[src/rtl/uart_tx_arb.sv]
//------------------------------------------------------------------------------
// uart_tx_arb : round-robin arbiter / write sequencer for a single-word flag
//               buffer, with optional per-requester locking and lock timeout.
// Revision    : 1.0  initial release
//------------------------------------------------------------------------------
`default_nettype none

module uart_tx_arb #(
  parameter int NUM_REQ      = 4,
  parameter int WORD_WIDTH   = 8,
  parameter int LOCK_TIMEOUT = 255
) (
  input  logic                          i_clk,
  input  logic                          i_rst,
  input  logic [NUM_REQ-1:0]            i_req_valid,
  input  logic [NUM_REQ-1:0]            i_req_lock,
  input  logic [NUM_REQ*WORD_WIDTH-1:0] i_req_data,
  output logic [NUM_REQ-1:0]            o_req_ready,
  output logic                          o_buf_set,
  output logic [WORD_WIDTH-1:0]         o_buf_din,
  input  logic                          i_buf_flag,
  output logic [$clog2(NUM_REQ)-1:0]    o_grant_id,
  output logic                          o_locked,
  output logic                          o_lock_timeout
);

  localparam int ID_W  = $clog2(NUM_REQ);
  localparam int CNT_W = (LOCK_TIMEOUT > 0) ? $clog2(LOCK_TIMEOUT + 1) : 1;
  localparam bit C_TO_EN = (LOCK_TIMEOUT != 0);
  localparam logic [CNT_W-1:0] C_TO_VAL = CNT_W'(LOCK_TIMEOUT);
  localparam logic [ID_W-1:0]  C_LAST_RST = ID_W'(NUM_REQ - 1);

  typedef enum logic [0:0] {
    ST_IDLE   = 1'b0,
    ST_LOCKED = 1'b1
  } state_t;

  state_t                state_q, state_d;
  logic [ID_W-1:0]       owner_q, owner_d;
  logic [ID_W-1:0]       last_grant_q, last_grant_d;
  logic [CNT_W-1:0]      cnt_q, cnt_d;
  logic                  buf_set_q, buf_set_d;
  logic [WORD_WIDTH-1:0] buf_din_q, buf_din_d;
  logic [ID_W-1:0]       grant_id_q, grant_id_d;
  logic                  lock_timeout_q, lock_timeout_d;

  logic                  can_issue;
  logic                  found;
  logic [ID_W-1:0]       pick;
  logic [ID_W-1:0]       cand;
  logic                  xfer;

  // The registered set strobe masks the cycle before the buffer flag rises.
  assign can_issue = ~i_buf_flag & ~buf_set_q;

  always_comb begin
    o_req_ready = '0;
    found       = 1'b0;
    pick        = last_grant_q;
    cand        = '0;
    if (state_q == ST_LOCKED) begin
      pick  = owner_q;
      found = i_req_valid[owner_q];
    end else begin
      for (int i = 1; i <= NUM_REQ; i++) begin
        cand = ID_W'((int'(last_grant_q) + i) % NUM_REQ);
        if (!found && i_req_valid[cand]) begin
          found = 1'b1;
          pick  = cand;
        end
      end
    end
    if (found && can_issue) begin
      o_req_ready[pick] = 1'b1;
    end
  end

  assign xfer = |o_req_ready;

  always_comb begin
    state_d        = state_q;
    owner_d        = owner_q;
    cnt_d          = cnt_q;
    last_grant_d   = last_grant_q;
    buf_set_d      = xfer;
    buf_din_d      = buf_din_q;
    grant_id_d     = grant_id_q;
    lock_timeout_d = 1'b0;

    if (xfer) begin
      buf_din_d    = i_req_data[int'(pick)*WORD_WIDTH +: WORD_WIDTH];
      grant_id_d   = pick;
      last_grant_d = pick;
    end

    case (state_q)
      ST_IDLE: begin
        if (xfer && i_req_lock[pick]) begin
          state_d = ST_LOCKED;
          owner_d = pick;
          cnt_d   = '0;
        end
      end
      ST_LOCKED: begin
        // An owner transfer takes precedence over an expiry in the same cycle.
        if (xfer) begin
          cnt_d = '0;
          if (!i_req_lock[owner_q]) begin
            state_d = ST_IDLE;
          end
        end else if (C_TO_EN && (cnt_q == C_TO_VAL)) begin
          state_d        = ST_IDLE;
          lock_timeout_d = 1'b1;
          cnt_d          = '0;
        end else if (C_TO_EN && can_issue && !i_req_valid[owner_q]) begin
          cnt_d = cnt_q + 1'b1;
        end
      end
      default: state_d = ST_IDLE;
    endcase
  end

  always_ff @(posedge i_clk) begin
    if (i_rst) begin
      state_q        <= ST_IDLE;
      owner_q        <= '0;
      last_grant_q   <= C_LAST_RST;
      cnt_q          <= '0;
      buf_set_q      <= 1'b0;
      buf_din_q      <= '0;
      grant_id_q     <= '0;
      lock_timeout_q <= 1'b0;
    end else begin
      state_q        <= state_d;
      owner_q        <= owner_d;
      last_grant_q   <= last_grant_d;
      cnt_q          <= cnt_d;
      buf_set_q      <= buf_set_d;
      buf_din_q      <= buf_din_d;
      grant_id_q     <= grant_id_d;
      lock_timeout_q <= lock_timeout_d;
    end
  end

  assign o_buf_set      = buf_set_q;
  assign o_buf_din      = buf_din_q;
  assign o_grant_id     = grant_id_q;
  assign o_locked       = (state_q == ST_LOCKED);
  assign o_lock_timeout = lock_timeout_q;

endmodule

`default_nettype wire

[config.mk]
export PLATFORM = sky130hd
export DESIGN_NAME = uart_tx_arb
export DESIGN_NICKNAME = d
export VERILOG_FILES = /design/src/rtl/uart_tx_arb.sv
export SDC_FILE = /design/constraint.sdc
export NUM_CORES = 1
export LEC_CHECK = 0
export ABC_AREA = 1
export CORE_AREA = 4 4 93 51
export DETAILED_ROUTE_END_ITERATION = 12
export DIE_AREA = 0 0 97 55
export GPL_ROUTABILITY_DRIVEN = 0
export PLACE_DENSITY_LB_ADDON = 0.12
export SYNTH_ARGS = -nofsm -noshare
export SYNTH_HDL_FRONTEND = slang
export SYNTH_SLANG_ARGS = --single-unit
[constraint.sdc]
create_clock -name i_clk -period 5 [get_ports i_clk]
set_input_delay 1 -clock i_clk [delete_from_list [all_inputs] [get_ports i_clk]]
set_output_delay 1 -clock i_clk [all_outputs]
set_load 0.1 [all_outputs]
==> qor.yml <==
status:
  outcome: "completed"
logic_synthesis:
  avgSynthCellArea_um2: 6.175
  yosysSeqAreaShare_pct: 26.23
  yosys.area_share.simple_pct: 44.85
  synth_top_family_by_area: "simple AND/OR/NAND/NOR gates"
  syn_inst: 309
  synth_fp_nets: 353
  synth_fa_ha_area_share_pct: 0.6557
  yosysWarnings: 0
  async_flop_share_pct: 0
  synth_compound_area_share_pct: 13.44
  synth-seq-cells: 25
  synth.mux.area_fraction_pct: 0
  synth_cell_types: 28
  synth-main-ff-cell: "dfxtp_1"
  syn_area_um2: 1908
  synth_xor_area_share_pct: 1.836
  synth_edf_count: 0
clock_tree:
  clk_latency_ns: 0.28
  cts_root_buffer: "clkbuf_8"
  clock_tree.buffer_depth: 2
  hold_buffers: 0
  htree_levels: 1
  postCtsSetupBuffers: 0
  path_clk_slew_ns: 0.09
  clock_sinks: 25
  cts_buffers: 3
  postCtsResizedCells: 0
  cts_tree: "built"
finish:
  multi_input_area_um2: 1160
  final_common_cell: "nand2_1"
  fin_nets: 402
  drive_above_1_share_pct: 11.20
  area_delta_synth_final_pct: 32.39
  seqCellArea_um2: 500.5
  antenna_cells: 0
  num-fill-cells: 355
  final_cell_mix: "nand2_1 (81), clkdlybuf4s50_1 (55), inv_1 (35)"
placement:
  portBuffers: 59
  dpl.hpwl_mm: 4.009
detailed_routing:
  vias_per_cell: 5.221
  drcViolationCount: 0
  ant_nets: 0
  vias: 2146
  wl_mm: 5.143
  drt-pass1-iter-count: 5
  drt_iter0_drc: 128
  wire_per_inst_um: 12.51
sta:
  min_period_ns: 4.265
  max_slew_margin_pct: 32.69
  tns_ns: 0
  grt_setup_unrepaired: "false"
  fmax_mhz: 234.5
  finalHoldViolCount: 0
  fin_crit_sh_pct: 85.29
  drv_slew: 0
  fin_skew_ns: 0.003664
  worst_slew_pin_slew_ns: 1.006
  setup_viol: 0
global_route:
  grt_usage_pct: 19.66
  grt_max_degree: 23
  antenna_found_initial: 0
  grt_pass1_wl_mm: 8.569
  grt_pass1_vias: 2004
  grt_overflow: 0
floorplanning:
  die_x_um: 97
  ios: 60
  die_area_um2: 5335
  initial_utilization_pct: 49.38
  rows: 16
  core_um2: 3864
  die_h_um: 55
run:
  drv_cap: 0
worst_setup_path:
  r2r_start: "last_grant_q[0]$_SDFFE_PP1P_"
  critical_path_class: "input pin to primary output"
  crit_path_frequent_cell: "nand2_1"
  end_kind: "primary output"
  start_kind: "input pin"
  rrSetupSlack_ns: 2.22
  crit_chain: "clkdlybuf4s50_1 > nand2_1 > nand2_1 > nand2_2 > nand2_4 > nor2_4 > nand4_1 > nand2_2 > inv_2 > nand2_1 > nor2_1 > buf_4"
  slowest_stage: "clkdlybuf4s50_1"
  r2r-end: "cnt_q[5]$_SDFFE_PP0P_"
  worstPathArrival_ns: 3.26
  max_stage_delay_ns: 0.52
  rr_worst_depth: 13
  crit_path_max_fanout: 17
  crit_required_ns: 4.00
min_path:
  hold_depth: 2
  worstHoldStart: "o_grant_id[1]$_SDFFE_PP0P_"
  hold_path_class: "flip-flop to flip-flop"
  worst_hold_path.endpoint: "o_grant_id[1]$_SDFFE_PP0P_"
==> stage by stage <==
stage	utilization [%]	std cells	hold WS, ns	setup slack (ns)	area [um^2]
after global placement	64.12	407	0.4498	0.8727	2477
final	65.38	411	0.4767	0.7353	2526
after detailed placement	64.12	407	0.4650	0.7776	2477
after global routing	65.38	411	0.5009	0.5664	2526
after CTS	65.38	411	0.4787	0.7586	2526
after floorplan	-	309	0.4632	0.1020	1908
==> flip-flops by register name (all words and copies together), names as in the netlist <==
name / flops
cnt_q: 8
o_buf_din: 8
last_grant_q: 2
o_grant_id: 2
owner_q: 2
o_buf_set: 1
o_lock_timeout: 1
o_locked: 1
==> cell type report <==
cell class                      count  area share [%]
Multi-Input combinational cell    228           45.91
Timing Repair Buffer               59           23.48
Sequential cell                    25           19.81
Inverter                           41           6.191
Tap cell                           54           2.675
Clock buffer                        3           1.634
Clock inverter                      1          0.2972
==> cells in the mapped netlist (6+ instances only) <==
master	instances	area (um^2)
nand2_1	81	304.0
inv_1	35	131.4
nand3_1	31	155.2
nor2_1	30	112.6
dfxtp_1	25	500.5
a21oi_1	10	50.05
o211ai_1	10	75.07
o21ai_1	10	50.05
nand4_1	9	56.30
nand2_2	8	50.05
nor3_1	7	35.03
o21ai_0	6	30.03
==> routing by layer <==
layer / up-vias / share of wire (%) / GRT usage [%] / wire length [um]
met5: - / 0 / 0 / 0
met4: 0 / 0.27 / 5.828 / 14
met3: 2 / 9.8 / 6.383 / 505
met2: 86 / 43 / 33.79 / 2217
met1: 964 / 47 / 24.29 / 2405
li1: 1094 / - / - / -
==> kinds of logic (layout without fill, tap and decap cells) <==
| family | after synthesis | after routing |
|---|---|---|
| adder cells (fa/ha/maj) | 1 | 1 |
| AND/OR/NAND/NOR | 181 | 181 |
| XOR/XNOR | 4 | 4 |
| flip-flops | 25 | 25 |
| buffers and inverters | 56 | 104 |
| AO/OA/AOI/OAI | 42 | 42 |
==> worst max-delay path, delay by kind of cell <==
family	cells	cell delay (ns)
and+or+nand+nor	9	1.14
buffers and inverters	3	1.12
==> how the worst max path moves through the flow <==
stage,start,end,slack [ns],depth (start not counted)
after floorplan,i_req_valid[2],o_req_ready[0],0.10,10
final,i_req_valid[0],o_req_ready[1],0.74,12
after CTS,i_req_valid[0],o_req_ready[1],0.76,12
after global routing,i_req_valid[0],o_req_ready[3],0.57,12
after detailed placement,i_req_valid[1],o_req_ready[1],0.78,12
after global placement,i_req_valid[0],o_req_ready[3],0.87,12
Power is left out: the tool's default activity adds up to more than one toggle a clock period on the data nets, which glitch-free logic cannot reach.
